File: src/rtl/rv32i_pkg.sv
// Shared RV32I decode constants and hazard-controller state encoding.
// Latency: n/a (package only).
// Backpressure: n/a (package only).
package rv32i_pkg;

  localparam logic [6:0] OP_LOAD   = 7'b0000011;
  localparam logic [6:0] OP_STORE  = 7'b0100011;
  localparam logic [6:0] OP_R      = 7'b0110011;
  localparam logic [6:0] OP_BRANCH = 7'b1100011;
  localparam logic [6:0] OP_IMM    = 7'b0010011;
  localparam logic [6:0] OP_JAL    = 7'b1101111;
  localparam logic [6:0] OP_JALR   = 7'b1100111;
  localparam logic [6:0] OP_LUI    = 7'b0110111;
  localparam logic [6:0] OP_AUIPC  = 7'b0010111;

  typedef enum logic [1:0] {
    ST_RUN      = 2'd0,
    ST_REDIRECT = 2'd1,
    ST_MEM_WAIT = 2'd2
  } hz_state_t;

  // U-type and JAL carry no rs1; everything else reads it (or ignores a zero field harmlessly).
  function automatic logic uses_rs1(input logic [6:0] op);
    return !(op == OP_LUI || op == OP_AUIPC || op == OP_JAL);
  endfunction

  function automatic logic uses_rs2(input logic [6:0] op);
    return (op == OP_R || op == OP_STORE || op == OP_BRANCH);
  endfunction

endpackage

File: src/rtl/sat_counter.sv
// Saturating up-counter used for the performance counters.
// Latency: count updates one cycle after inc; holds at all-ones.
// Backpressure: none; inc is sampled every cycle.
//
// Ports: clk, rst (sync, active-high), clear (sync clear), inc (count enable),
//        count[W-1:0] (registered value).
module sat_counter #(
  parameter int W = 32
) (
  input  logic         clk,
  input  logic         rst,
  input  logic         clear,
  input  logic         inc,
  output logic [W-1:0] count
);

  logic [W-1:0] count_q, count_d;

  always_comb begin
    count_d = count_q;
    if (clear) begin
      count_d = '0;
    end else if (inc && (count_q != '1)) begin
      count_d = count_q + 1'b1;
    end
  end

  always_ff @(posedge clk) begin
    if (rst) begin
      count_q <= '0;
    end else begin
      count_q <= count_d;
    end
  end

  assign count = count_q;

endmodule

File: src/rtl/hazard_sequencer.sv
// Load-use / branch-redirect / dmem-wait hazard sequencer for the 5-stage RV32I core.
// Latency: all control outputs are combinational from state + inputs (same cycle).
// Backpressure: dmem wait freezes PC and all pipeline registers until dmem_ready.
//
// Ports: clk, rst (sync, active-high); ID operands (id_opcode, id_rs1, id_rs2);
//        EX info (ex_memread, ex_rd, ex_taken); MEM handshake (mem_req, dmem_ready);
//        enables/flushes (pc_write, pc_redirect, ifid_write, ifid_flush, cu_stall,
//        cu_flush, pipe_hold); status (mem_timeout, stall_cnt, flush_cnt).
module hazard_sequencer
  import rv32i_pkg::*;
#(
  parameter int IMEM_LAT = 1,
  parameter int TIMEOUT  = 255,
  parameter int CNT_W    = 32
) (
  input  logic             clk,
  input  logic             rst,
  input  logic [6:0]       id_opcode,
  input  logic [4:0]       id_rs1,
  input  logic [4:0]       id_rs2,
  input  logic             ex_memread,
  input  logic [4:0]       ex_rd,
  input  logic             ex_taken,
  input  logic             mem_req,
  input  logic             dmem_ready,
  output logic             pc_write,
  output logic             pc_redirect,
  output logic             ifid_write,
  output logic             ifid_flush,
  output logic             cu_stall,
  output logic             cu_flush,
  output logic             pipe_hold,
  output logic             mem_timeout,
  output logic [CNT_W-1:0] stall_cnt,
  output logic [CNT_W-1:0] flush_cnt
);

  localparam int WCNT_W = $clog2(TIMEOUT + 1);
  localparam logic [WCNT_W-1:0] TO_VAL = WCNT_W'(TIMEOUT);

  hz_state_t         state_q, state_d;
  hz_state_t         ret_q, ret_d;
  logic [1:0]        dcnt_q, dcnt_d;
  logic [WCNT_W-1:0] wcnt_q, wcnt_d;
  logic              timeout_q, timeout_d;

  hz_state_t cur_state, eff_state;
  logic      mem_stall, load_use, stall_inc, flush_inc;

  assign mem_stall = mem_req & ~dmem_ready;
  assign load_use  = ex_memread && (ex_rd != 5'd0) &&
                     ((uses_rs1(id_opcode) && (ex_rd == id_rs1)) ||
                      (uses_rs2(id_opcode) && (ex_rd == id_rs2)));

  // During reset the outputs behave as in RUN, whatever the register holds.
  assign cur_state = rst ? ST_RUN : state_q;
  // On a MEM_WAIT release cycle the interrupted state's rules apply.
  assign eff_state = (cur_state == ST_MEM_WAIT) ? ret_q : cur_state;

  always_comb begin
    pc_write    = 1'b1;
    ifid_write  = 1'b1;
    pc_redirect = 1'b0;
    ifid_flush  = 1'b0;
    cu_stall    = 1'b0;
    cu_flush    = 1'b0;
    pipe_hold   = 1'b0;
    state_d     = state_q;
    ret_d       = ret_q;
    dcnt_d      = dcnt_q;
    wcnt_d      = '0;
    timeout_d   = timeout_q;
    stall_inc   = 1'b0;
    flush_inc   = 1'b0;

    if (mem_stall) begin
      pc_write   = 1'b0;
      ifid_write = 1'b0;
      pipe_hold  = 1'b1;
      stall_inc  = 1'b1;
      if (cur_state != ST_MEM_WAIT) begin
        ret_d   = cur_state;
        state_d = ST_MEM_WAIT;
      end
      // Saturate at TIMEOUT so a long wait cannot wrap back below it.
      wcnt_d = (wcnt_q == TO_VAL) ? wcnt_q : wcnt_q + 1'b1;
      if (wcnt_d == TO_VAL) begin
        timeout_d = 1'b1;
      end
    end else begin
      state_d = eff_state;
      unique case (eff_state)
        ST_REDIRECT: begin
          // EX/ID only hold bubbles here, so taken/load-use are not looked at.
          ifid_flush = 1'b1;
          if (dcnt_q <= 2'd1) begin
            dcnt_d  = 2'd0;
            state_d = ST_RUN;
          end else begin
            dcnt_d = dcnt_q - 2'd1;
          end
        end
        default: begin
          state_d = ST_RUN;
          if (ex_taken) begin
            pc_redirect = 1'b1;
            ifid_flush  = 1'b1;
            cu_flush    = 1'b1;
            flush_inc   = 1'b1;
            if (IMEM_LAT > 0) begin
              state_d = ST_REDIRECT;
              dcnt_d  = 2'(IMEM_LAT);
            end
          end else if (load_use) begin
            pc_write   = 1'b0;
            ifid_write = 1'b0;
            cu_stall   = 1'b1;
            stall_inc  = 1'b1;
          end
        end
      endcase
    end
  end

  always_ff @(posedge clk) begin
    if (rst) begin
      state_q   <= ST_RUN;
      ret_q     <= ST_RUN;
      dcnt_q    <= 2'd0;
      wcnt_q    <= '0;
      timeout_q <= 1'b0;
    end else begin
      state_q   <= state_d;
      ret_q     <= ret_d;
      dcnt_q    <= dcnt_d;
      wcnt_q    <= wcnt_d;
      timeout_q <= timeout_d;
    end
  end

  assign mem_timeout = timeout_q;

  sat_counter #(.W(CNT_W)) u_stall_cnt (
    .clk   (clk),
    .rst   (rst),
    .clear (1'b0),
    .inc   (stall_inc),
    .count (stall_cnt)
  );

  sat_counter #(.W(CNT_W)) u_flush_cnt (
    .clk   (clk),
    .rst   (rst),
    .clear (1'b0),
    .inc   (flush_inc),
    .count (flush_cnt)
  );

endmodule

File: config.mk
export PLATFORM = sky130hd
export DESIGN_NAME = hazard_sequencer
export DESIGN_NICKNAME = d
export VERILOG_FILES = /design/src/rtl/rv32i_pkg.sv /design/src/rtl/sat_counter.sv /design/src/rtl/hazard_sequencer.sv
export SDC_FILE = /design/constraint.sdc
export NUM_CORES = 1
export LEC_CHECK = 0
export CAP_MARGIN = 20
export CELL_PAD_IN_SITES_DETAIL_PLACEMENT = 1
export CELL_PAD_IN_SITES_GLOBAL_PLACEMENT = 1
export CORE_MARGIN = 5
export CORE_UTILIZATION = 38
export CTS_BUF_LIST = sky130_fd_sc_hd__clkbuf_8
export DETAILED_ROUTE_END_ITERATION = 7
export PLACE_DENSITY_LB_ADDON = 0.2
export SLEW_MARGIN = 20
export SYNTH_ARGS = -nofsm -noshare
export SYNTH_HDL_FRONTEND = slang
export SYNTH_HIERARCHICAL = 1
export SYNTH_SLANG_ARGS = --single-unit
File: constraint.sdc
create_clock -name clk -period 4.7 [get_ports clk]
set_input_delay 0.94 -clock clk [delete_from_list [all_inputs] [get_ports clk]]
set_output_delay 0.94 -clock clk [all_outputs]
set_load 0.01 [all_outputs]
=== Word level (Yosys, flattened, before mapping) ===
Cells that the tools add are included.

* Register bits: 79
* Bits in latches: 0
* Memory bits (writable): 0
* ROM bits: 0
* Input port bits: 28
* Logic and storage cells: 75
* Memories kept: 0

* $add $sub $neg: 4
* Multiply operators: 0
* Div/mod/pow operators: 0
* Order comparisons: 1
* Eq/ne operators: 16
* Shift-type cells: 0
* Mux-type cells: 26
* Bitwise gates (word level): 3
* Reduce and logical (&&, ||, !) cells: 18

{| class="wikitable"
|+ Operators with widths
! cell !! number
|-
| $add 32x1->32 const B || 2
|-
| $ne 32x32->1 const B || 2
|-
| $eq 7x6->1 const B || 3
|-
| $mux 2 || 9
|-
| $eq 8x8->1 const B || 2
|-
| $mux 1 || 16
|-
| $eq 7x7->1 const B || 2
|-
| $eq 5x5->1 || 2
|-
| $add 8x1->8 const B || 1
|-
| $mux 8 || 1
|-
| $eq 7x5->1 const B || 1
|-
| $logic_and 1x1->1 || 6
|-
| $reduce_and 2->1 || 3
|-
| $logic_or 1x1->1 || 5
|-
| $reduce_bool 5->1 || 1
|-
| $eq 2x1->1 const B || 1
|-
| $eq 2x2->1 const B || 1
|-
| $le 2x1->1 const B || 1
|-
| $ne 2x1->1 const B || 1
|-
| $ne 2x2->1 const B || 1
|-
| $not 1->1 || 2
|-
| $reduce_bool 2->1 || 1
|-
| $reduce_or 2->1 || 1
|-
| $sub 2x1->2 const B || 1
|-
| other kinds (2) || 2
|}

=== Logic depth before layout (Yosys ltp) ===
Gate-level depths: netlist of the first run.

* Word-level depth: 12
* Mapped depth: 11

=== Cells and area by module ===
The synthesis of the first run kept the hierarchy.

{| class="wikitable"
|+ By module, submodules not included
! module !! instances !! cells each !! area an instance (µm²) !! seq. area each (µm²)
|-
| sat_counter || 2 || 198 || 1620.3 || 640.6
|-
| hazard_sequencer || 1 || 118 || 945.9 || 300.3
|}

=== Worst setup path after synthesis of the first run ===
OpenSTA, ideal clock, no wires.

* Path type: input to register
* From: input port id_opcode[3]
* To: register u_stall_cnt.count_q[26] (netlist: u_stall_cnt/count[26])
* Library setup time: 0.070 ns
* Arrival time: 3.660 ns
* Setup slack: 0.970 ns
* Cell stages on the path: 10
* Path buffers: 0
* Cells stage by stage: nor3b_2 -> nand4_1 -> or4_1 -> a2111o_1 -> nand2_1 -> nand4_1 -> or4_4 -> or4_4 -> or3_1 -> a21oi_1

* Cells in the longest elaborated chain, start to end: 12
* Elaborated cells on any way between the ends: 20

{| class="wikitable"
|+ Ends and longest elaborated chain
! element !! RTL line !! text
|-
| start: declaration || hazard_sequencer.sv:18 || <nowiki>input logic [6:0] id_opcode,</nowiki>
|-
| $eq 7x6->1 / $eq 7x5->1 (equally long branches) || rv32i_pkg.sv:24 || <nowiki>return !(op == OP_LUI || op == OP_AUIPC || op == OP_JAL);</nowiki>
|-
| $logic_or 1x1->1 (2 in a row) || rv32i_pkg.sv:24 ||
|-
| $logic_not 1->1 || rv32i_pkg.sv:24 ||
|-
| $logic_and 1x1->1 || hazard_sequencer.sv:52 || <nowiki>((uses_rs1(id_opcode) && (ex_rd == id_rs1)) ||</nowiki>
|-
| $logic_or 1x1->1 * || hazard_sequencer.sv:52 ||
|-
| $logic_and 1x1->1 * || hazard_sequencer.sv:51 || <nowiki>assign load_use = ex_memread && (ex_rd != 5'd0) &&</nowiki>
|-
| $mux 1 * || hazard_sequencer.sv:114 || <nowiki>end else if (load_use) begin</nowiki>
|-
| $mux 1 * || hazard_sequencer.sv:105 || <nowiki>if (ex_taken) begin</nowiki>
|-
| $mux 1 * || hazard_sequencer.sv:92 || <nowiki>unique case (eff_state)</nowiki>
|-
| $mux 1 * || hazard_sequencer.sv:76 || <nowiki>if (mem_stall) begin</nowiki>
|-
| net stall_inc || hazard_sequencer.sv:48 || <nowiki>logic mem_stall, load_use, stall_inc, flush_inc;</nowiki>
|-
| $logic_and 1x1->1 * || sat_counter.sv:23 || <nowiki>end else if (inc && (count_q != '1)) begin</nowiki>
|-
| end signal: assignment || sat_counter.sv:32 || <nowiki>count_q <= count_d;</nowiki>
|-
| end: declaration || sat_counter.sv:17 || <nowiki>logic [W-1:0] count_q, count_d;</nowiki>
|}

The timed path passes the listed nets; every way through them passes the cells marked *.
A chain may end at the register's enable or synchronous reset.

=== Worst setup path in the final report of the first run ===
* From: input port ex_rd[1]
* To: output port ifid_write

* Cells in the longest elaborated chain, start to end: 8
* Elaborated cells on any way between the ends: 12

{| class="wikitable"
|+ Ends and longest elaborated chain
! element !! RTL line !! text
|-
| start: declaration || hazard_sequencer.sv:22 || <nowiki>input logic [4:0] ex_rd,</nowiki>
|-
| $eq 5x5->1, on equally long branches || hazard_sequencer.sv:52, hazard_sequencer.sv:53 ||
|-
| $logic_and 1x1->1, on equally long branches || hazard_sequencer.sv:52, hazard_sequencer.sv:53 ||
|-
| $logic_or 1x1->1 || hazard_sequencer.sv:52 ||
|-
| $logic_and 1x1->1 * || hazard_sequencer.sv:51 ||
|-
| $mux 1 * || hazard_sequencer.sv:114 ||
|-
| $mux 1 * || hazard_sequencer.sv:105 ||
|-
| $mux 1 * || hazard_sequencer.sv:92 ||
|-
| $mux 1 * || hazard_sequencer.sv:76 ||
|-
| end: declaration || hazard_sequencer.sv:28 || <nowiki>output logic ifid_write,</nowiki>
|}

Every way passes the cells marked *; elsewhere a longest branch is shown, timed or not.

==> results.md, run 1 <==
* Post-Syn Instances at 514
* P_leak at 1.75 nW
* Post-CTS Hold Buffers at 0
* Final global-route overflow total at 0
* Hold Slack at 487 ps
* Setup-failing EPs final at 0
* Count leader, synth: dfxtp_1
* Maximum number of pins on one net before global-route repair at 31
* Vias in the first global route at 4362
* Register bit total from synthesis at 79
* Total wire length at 12300 um
* Class of the tightest hold or removal check: flop to flop
* Die width at 115 um
* Routed length per instance at 16.3 um
* Sequential-to-total area share from yosys stat at 37.8%
* CTS Root Cell: clkbuf_8
* Peak supply drop at 0.000148 V
* CTS tree: done
* Max Root-Sink Buffers at 2
* Port buffer count at 99
* Overall Global Routing Usage at 18.7%
* Warnings, synthesis at 6
* Leading cell types by count after synthesis: 79 x dfxtp_1, 47 x nand2_1, 42 x nor2_1, 40 x a21oi_1
* Final core utilization at 50.9%
* TritonCTS buffer count at 9
* Area of the die at 13200 um2
* Post-route minimum period at 4300 ps
* Top post-synthesis cells by area: dfxtp_1 38%, a21oi_1 4.8%, or3_1 4.5%, nand2_1 4.2%, nor2_1 3.8%
* Synth Cell Area at 4190 um2
* Critical Path Start Type: input port
* Routed via count at 4259
* RD Place Congestion at 0.858
* First-pass GRT wire length at 20500 um
* Post-DR vias/cell at 5.66
* Element type at the critical path end: primary output
* Max Cap Viol at 0
* Number of cells upsized or downsized after cts at 0
* Final net count at 639
* Average cell area after synthesis at 8.14 um2
* DRC marker count from the first detailed-route iteration at 151
* Main synth FF type: dfxtp_1
* Post-CTS repair timing setup buffer count at 0
* Remaining antenna violation count after routing at 0
* Setup total negative slack at 0 ps
* Initial antenna violation count at 0
* Count of cell types in the netlist at 57
* Top-Level Pins at 100
* Total power divided by cell area at 243 nW/um2
* Placeable Area at 10800 um2
* Required time worst endpoint at 3760 ps
* Count of inserted antenna diode cells at 0
* # rows at 38
* Endpoints failing hold at 0
* Area fraction of the dominant cell type after synthesis at 37.8%
* Starting utilization of the core area at 38.6%
* Share of cells above drive strength 1 at 6.36%
* Height of the die at 115 um
* DRC violations left at 0
* Pre-Repair DR Iteration Count at 4
* Number of flops mapped to enable cells by yosys at 0
* H-tree level count at 3
* Result of the run: completed
* Clock latency of the later-clocked register in the worst-skew pair at 350 ps
* Final worst path period share at 91.5%
* Final slew viol count at 0
* Normalized max-slew margin at 45.3%
* RSZ-0062 raised after global routing: no
* FFs w/ async S/R, synth at 0%
* Tightest Pin Transition at 815 ps
* Cell accounting for the most synthesized area: dfxtp_1
* Final worst clock skew at 7.10 ps
* Signal arrival time at the worst endpoint at 3360 ps
* Area growth from synthesis to layout at 31.9%
* Clk slew on worst S/H paths at 80 ps
* Critical path class: input port to primary output
* Critical Path Fanout Max at 3
* DP Wirelength at 9140 um
* Max Fclk at 233 MHz
* Clock sinks at 79
## final cells by class
type,instances,area [um2]
Timing Repair Buffer,104,1030
Clock inverter,5,72.6
Multi-Input combinational cell,400,2460
Fill cell,1299,5320
Inverter,14,52.6
Clock buffer,11,151
Tap cell,140,175
Sequential cell,79,1580
## state kept, by name, summed over array words and instances (netlist names)
name,flops
mem_timeout,1
u_stall_cnt/count,32
state_q,2
u_flush_cnt/count,32
ret_q,2
dcnt_q,2
wcnt_q,8
## stage by stage
step / cells / total power, mW / setup slack (ps) / area (um2)
2_1_floorplan: 517 / 0.735 / 970 / 4200
3_3_place_gp: 737 / 0.780 / 291 / 5290
3_5_place_dp: 737 / 0.783 / 176 / 5300
4_1_cts: 753 / 1.36 / 378 / 5520
5_1_grt: 753 / 1.39 / 294 / 5520
6_report: 753 / 1.34 / 400 / 5520
## power breakdown
part / leakage, nW / total [mW] / internal, mW / switching, mW
combinational: 0.987 / 0.0897 / 0.0447 / 0.0450
clock: 0.122 / 0.574 / 0.324 / 0.250
sequential: 0.637 / 0.676 / 0.672 / 0.00406
## layer usage
metal	vias to the layer above	routed length (um)	track usage, %	share of wire, %
met5	-	0	0	0
met4	0	167	6.26	1.4
met3	11	525	3.63	4.3
met2	68	6060	32.9	49
met1	2075	5520	22.8	45
li1	2105	-	-	-
## logic make-up after synthesis
logic type               synth area share, %
flip-flops                              37.8
XOR/XNOR                                6.49
buffers and inverters                   3.92
AND/OR/NAND/NOR                         30.5
AO/OA/AOI/OAI                           20.1
multiplexers                           0.239
other                                 0.0896
adder cells (fa/ha/maj)                0.897
## critical path: stages
cell	delay, ps
clkdlybuf4s50_1	570
xnor2_2	130
nand4_1	90
or4_1	500
a2111o_1	450
and2_1	190
clkdlybuf4s50_1	480
## cells in the final DEF (no fill, tap or decap), types with 20 or more instances in the layout
| cell | n |
|---|---|
| nand4_1 | 20 |
| nand2_1 | 47 |
| a21oi_1 | 40 |
| or3_1 | 30 |
| dfxtp_1 | 79 |
| clkdlybuf4s50_1 | 99 |
| nand3_1 | 30 |
| nor2_1 | 42 |
| o21ai_0 | 24 |
## path summary, 6_finish.rpt
kind              cells past startpoint  slack, ps                      from                                  to
hold reg to reg                       2        490  mem_timeout$_SDFFE_PP0P_            mem_timeout$_SDFFE_PP0P_
setup reg to reg                      9       1870   state_q[0]$_SDFFE_PP0P_  u_stall_cnt/count[30]$_SDFFE_PP0P_
setup / recovery                      7        400                  ex_rd[1]                          ifid_write
hold / removal                        2        490  mem_timeout$_SDFFE_PP0P_            mem_timeout$_SDFFE_PP0P_
(Power assumes the default switching activity.)
==> run 2: changes to the inputs <==
- CORE_UTILIZATION: 38 -> 25
==> results.md, run 2 (same netlist as run 1, synthesis figures left out) <==
* DP Wirelength at 9930 um (was 9140 um)
* Critical Path Start Type: input port (unchanged)
* Routed length per instance at 15.5 um (was 16.3 um)
* Clock latency of the later-clocked register in the worst-skew pair at 370 ps (was 350 ps)
* Vias in the first global route at 4324 (was 4362)
* Total routed wire length on the met1 layer at 6100 um (was 5520 um)
* Maximum number of pins on one net before global-route repair at 31 (unchanged)
* Setup-failing EPs final at 0 (unchanged)
* Initial antenna violation count at 0 (unchanged)
* Post-CTS Hold Buffers at 0 (unchanged)
* Required time worst endpoint at 3760 ps (about the same)
* Area growth from synthesis to layout at 34.6% (was 31.9%)
* Total power divided by cell area at 241 nW/um2 (was 243 nW/um2)
* Final worst clock skew at 14.9 ps (was 7.10 ps)
* Setup total negative slack at 0 ps (unchanged)
* Top sig layer: met4 (unchanged)
* Post-route cell area at 5640 um2 (was 5520 um2)
* CTS tree: done (unchanged)
* Final worst path period share at 91.0% (was 91.5%)
* Commonest cells after routing, fill and taps aside: 99 x clkdlybuf4s50_1, 79 x dfxtp_1, 47 x nand2_1 (unchanged)
* Routed via count at 4231 (was 4259)
* Number of cells upsized or downsized after cts at 0 (unchanged)
* Commonest non-fill, non-tap cell in the layout: clkdlybuf4s50_1 (unchanged)
* Signal arrival time at the worst endpoint at 3340 ps (was 3360 ps)
* DRC violations left at 0 (unchanged)
* Critical path launch point: ex_rd[1] (unchanged)
* Pre-Repair DR Iteration Count at 4 (unchanged)
* H-tree level count at 3 (unchanged)
* Element type at the critical path end: primary output (unchanged)
* Hold Slack at 500 ps (was 487 ps)
* Die width at 139 um (was 115 um)
* Endpoints failing hold at 0 (unchanged)
* Minimum setup slack among reg-to-reg paths at 1960 ps (was 1870 ps)
* DRC marker count from the first detailed-route iteration at 226 (was 151)
* Fillcell total at 1949 (was 1299)
* RD Place Congestion at 0.810 (was 0.858)
* Normalized max-slew margin at 41.3% (was 45.3%)
* Critical path class: input port to primary output (unchanged)
* Hold wc startpoint: mem_timeout$_SDFFE_PP0P_ (unchanged)
* Count of inserted antenna diode cells at 0 (unchanged)
* Post-DR vias/cell at 5.07 (was 5.66)
* Post-route minimum period at 4280 ps (was 4300 ps)
* Class of the tightest hold or removal check: flop to flop (unchanged)
* Overall Global Routing Usage at 13.5% (was 18.7%)
* Tightest Pin Transition at 877 ps (was 815 ps)
* WL met3 at 621 um (was 525 um)
* Placed inst area at 5410 um2 (was 5300 um2)
* Port buffer count at 99 (unchanged)
* Worst reg2reg startpoint: state_q[0]$_SDFFE_PP0P_ (unchanged)
* RSZ-0062 raised after global routing: no (unchanged)
* Share of cells above drive strength 1 at 6.68% (was 6.36%)
* # rows at 47 (was 38)
* Clk slew on worst S/H paths at 80 ps (about the same)
* CTS Root Cell: clkbuf_8 (unchanged)
* Worst Reg2Reg Path Length in Cells at 10 (was 9)
* Final global-route overflow total at 0 (unchanged)
* Max Root-Sink Buffers at 2 (unchanged)
* Clock sinks at 79 (unchanged)
* TritonCTS buffer count at 9 (unchanged)
* Worst Hold Depth at 2 (unchanged)
* Final net count at 641 (was 639)
* Peak supply drop at 0.000102 V (was 0.000148 V)
* Remaining antenna violation count after routing at 0 (unchanged)
* Max Cap Viol at 0 (unchanged)
* Area of the die at 19400 um2 (was 13200 um2)
* Starting utilization of the core area at 25.3% (was 38.6%)
* Result of the run: completed (unchanged)
* P_leak at 1.75 nW (about the same)
* Total wire length at 13000 um (was 12300 um)
* Critical Path Fanout Max at 3 (unchanged)
* Final slew viol count at 0 (unchanged)
* Met2 Routed Length at 6030 um (was 6060 um)
* Placeable Area at 16500 um2 (was 10800 um2)
* Top-Level Pins at 100 (unchanged)
* Max Fclk at 234 MHz (was 233 MHz)
* Post-CTS repair timing setup buffer count at 0 (unchanged)
* Height of the die at 139 um (was 115 um)
* First-pass GRT wire length at 22000 um (was 20500 um)
-- run 2: final timing paths --
check                                                     endpoint
worst max-delay path                                    ifid_write
worst min-delay path                      mem_timeout$_SDFFE_PP0P_
worst max register to register  u_stall_cnt/count[29]$_SDFFE_PP0P_
worst min register to register            mem_timeout$_SDFFE_PP0P_
-- run 2: stage by stage --
step / total power, mW / util, % / worst slack [ps] / cells
2_1_floorplan: 0.735 / - / 970 / 517
3_3_place_gp: 0.784 / 32.7 / 364 / 819
3_5_place_dp: 0.785 / 32.7 / 299 / 819
4_1_cts: 1.39 / 34.1 / 393 / 834
5_1_grt: 1.42 / 34.1 / 315 / 834
6_report: 1.36 / 34.1 / 421 / 834
-- run 2: worst max-delay path: stages --
cell and delay (ps):
clkdlybuf4s50_1 550, xnor2_2 130, nand4_1 90, or4_1 510, a2111o_1 450, and2_1 190, clkdlybuf4s50_1 480
-- run 2: power by group --
group	switching (mW)	internal, mW
combinational	0.0464	0.0453
clock	0.252	0.339
sequential	0.00397	0.672
total	0.302	1.06
-- run 2: cell type report --
type	instances	area (um2)	share of cell area, %
clock inverter	3	65.1	1.15
timing repair buffer	106	1040	18.5
multi-input combinational	400	2450	43.5
clock buffer	12	165	2.93
inverter	14	52.6	0.933
sequential	79	1580	28.1
tap	220	275	4.88
-- run 2: per-layer routing --
metal / GRT usage [%] / up-vias
met5: 0 / -
met4: 4.84 / 0
met3: 3.46 / 13
met2: 21.3 / 75
met1: 17.8 / 2030
li1: - / 2113
==> run 3: changes to the inputs <==
- REMOVE_ABC_BUFFERS: unset -> 1
==> results.md, run 3 (same netlist as run 1, synthesis figures left out) <==
* Vias in the first global route at 4251 (was 4324)
* Worst Reg2Reg Path Length in Cells at 9 (was 10)
* Number of cells upsized or downsized after cts at 0 (unchanged)
* Endpoint of the worst hold-timing path: ret_q[0]$_SDFFE_PP0P_ (was mem_timeout$_SDFFE_PP0P_)
* Overall Global Routing Usage at 13.3% (was 13.5%)
* Critical path class: input port to primary output (unchanged)
* Worst reg2reg startpoint: state_q[0]$_SDFFE_PP0P_ (unchanged)
* RSZ-0062 raised after global routing: no (unchanged)
* Fillcell total at 1950 (was 1949)
* Final worst path period share at 91.9% (was 91.0%)
* Cell Chain, Critical Path: clkdlybuf4s50_1, xnor2_1, nand4_1, or4_1, a2111o_1, and2_1, clkdlybuf4s50_1 (was clkdlybuf4s50_1, xnor2_2, nand4_1, or4_1, a2111o_1, and2_1, clkdlybuf4s50_1)
* DRC marker count from the first detailed-route iteration at 187 (was 226)
* Post-CTS repair timing setup buffer count at 0 (unchanged)
* Post-route minimum period at 4320 ps (was 4280 ps)
* Height of the die at 139 um (unchanged)
* Routed length per instance at 15.3 um (was 15.5 um)
* Maximum number of pins on one net before global-route repair at 31 (unchanged)
* Post-CTS Hold Buffers at 0 (unchanged)
* Max Root-Sink Buffers at 2 (unchanged)
* Hold wc startpoint: ret_q[0]$_SDFFE_PP0P_ (was mem_timeout$_SDFFE_PP0P_)
* Area of the die at 19400 um2 (unchanged)
* Count of inserted antenna diode cells at 0 (unchanged)
* Endpoints failing hold at 0 (unchanged)
* CTS tree: done (unchanged)
* Setup total negative slack at 0 ps (unchanged)
* Peak supply drop at 0.000106 V (was 0.000102 V)
* Signal arrival time at the worst endpoint at 3380 ps (was 3340 ps)
* Final worst clock skew at 9.38 ps (was 14.9 ps)
* Initial antenna violation count at 0 (unchanged)
* # rows at 47 (unchanged)
* Routed via count at 4231 (unchanged)
* Total wire length at 12700 um (was 13000 um)
* Max Cap Viol at 0 (unchanged)
* Pre-Repair DR Iteration Count at 4 (unchanged)
* Minimum setup slack among reg-to-reg paths at 1930 ps (was 1960 ps)
* Final slew viol count at 0 (unchanged)
* Commonest cells after routing, fill and taps aside: 99 x clkdlybuf4s50_1, 79 x dfxtp_1, 47 x nand2_1 (unchanged)
* Clk slew on worst S/H paths at 80 ps (about the same)
* Port buffer count at 99 (unchanged)
* Die width at 139 um (unchanged)
* Sequential standard cell area at 1580 um2 (unchanged)
* Crit path top cell by count: clkdlybuf4s50_1 (unchanged)
* Post-DR vias/cell at 5.07 (unchanged)
* Crit-path slowest cell: clkdlybuf4s50_1 (unchanged)
* RD Place Congestion at 0.743 (was 0.810)
* Top sig layer: met4 (unchanged)
* First-pass GRT wire length at 21500 um (was 22000 um)
* Largest stage delay on the critical path at 550 ps (about the same)
* Critical Path Fanout Max at 3 (unchanged)
* Total routed wire length on the met1 layer at 5990 um (was 6100 um)
* Element type at the critical path end: primary output (unchanged)
* Required time worst endpoint at 3760 ps (about the same)
* Total power after layout at 1.36 mW (about the same)
* DP Wirelength at 9680 um (was 9930 um)
* Commonest non-fill, non-tap cell in the layout: clkdlybuf4s50_1 (unchanged)
* Clock latency of the later-clocked register in the worst-skew pair at 360 ps (was 370 ps)
* Total power divided by cell area at 241 nW/um2 (about the same)
* TritonCTS buffer count at 9 (unchanged)
* Met2 Routed Length at 5900 um (was 6030 um)
* Worst r2r dst: u_stall_cnt/count[26]$_SDFFE_PP0P_ (was u_stall_cnt/count[29]$_SDFFE_PP0P_)
* Area of the multi-input gates at 2460 um2 (was 2450 um2)
* Class of the tightest hold or removal check: flop to flop (unchanged)
* Max Fclk at 232 MHz (was 234 MHz)
* Remaining antenna violation count after routing at 0 (unchanged)
* Starting utilization of the core area at 25.3% (unchanged)
* Critical Path Start Type: input port (unchanged)
* Result of the run: completed (unchanged)
* Placeable Area at 16500 um2 (unchanged)
* P_leak at 1.75 nW (about the same)
* H-tree level count at 3 (unchanged)
* CTS Root Cell: clkbuf_8 (unchanged)
* Final global-route overflow total at 0 (unchanged)
* Setup-failing EPs final at 0 (unchanged)
* Tightest Pin Transition at 874 ps (was 877 ps)
* Top-Level Pins at 100 (unchanged)
* Final net count at 640 (was 641)
* Worst Hold Depth at 2 (unchanged)
* Clock sinks at 79 (unchanged)
* Normalized max-slew margin at 41.5% (was 41.3%)
* Share of cells above drive strength 1 at 6.84% (was 6.68%)
* DRC violations left at 0 (unchanged)
* WL met3 at 621 um (unchanged)
* Area growth from synthesis to layout at 34.6% (unchanged)
==> run 3: cell count changes in the layout (fill, tap and decap cells not counted), sizes merged <==
cell	delta
clkinv	+1
buf	-1
inv	+1
clkbuf	-1
==> run 3: routing by layer <==
layer	vias to the layer above	GRT usage (%)
li1	2113	-
met1	2021	17.0
met2	82	21.5
met3	15	3.29
met4	0	5.25
met5	-	0
==> run 3: layout make-up <==
cell class | count | area share, %
timing repair buffer | 105 | 18.4
tap | 220 | 4.88
sequential | 79 | 28.1
inverter | 14 | 0.933
clock inverter | 5 | 1.40
multi-input combinational | 400 | 43.7
clock buffer | 11 | 2.69
==> run 3: worst max-delay path, delay by kind of cell <==
family	cells	cell delay (ps)
XOR/XNOR	1	140
AND/OR/NAND/NOR	3	800
AO/OA/AOI/OAI	1	460
buffers and inverters	2	1030
==> run 3: power by group <==
group	internal (mW)	leakage [nW]	switching, mW
registers	0.672	0.637	0.00403
logic	0.0453	0.992	0.0467
clock network	0.328	0.120	0.262
==> run 3: how the worst max path moves through the flow <==
stage,start,slack [ps],endpoint
after floorplan,id_opcode[3],960,u_stall_cnt/count[26]$_SDFFE_PP0P_
after global placement,ex_rd[1],360,u_stall_cnt/count[30]$_SDFFE_PP0P_
after detailed placement,ex_rd[2],250,u_stall_cnt/count[31]$_SDFFE_PP0P_
after CTS,ex_rd[2],360,pc_write
after global routing,ex_rd[2],280,ifid_write
final,ex_rd[2],380,pc_write
==> run 3: metrics by stage <==
step                      setup slack, ps  hold slack [ps]  cell area, um2  util [%]  instances
after detailed placement              254              471            5400      32.7        818
after global routing                  284              509            5640      34.1        834
after floorplan                       960              448            4090         -        493
after global placement                364              461            5400      32.7        818
final                                 382              485            5640      34.1        834
after CTS                             360              484            5630      34.1        834
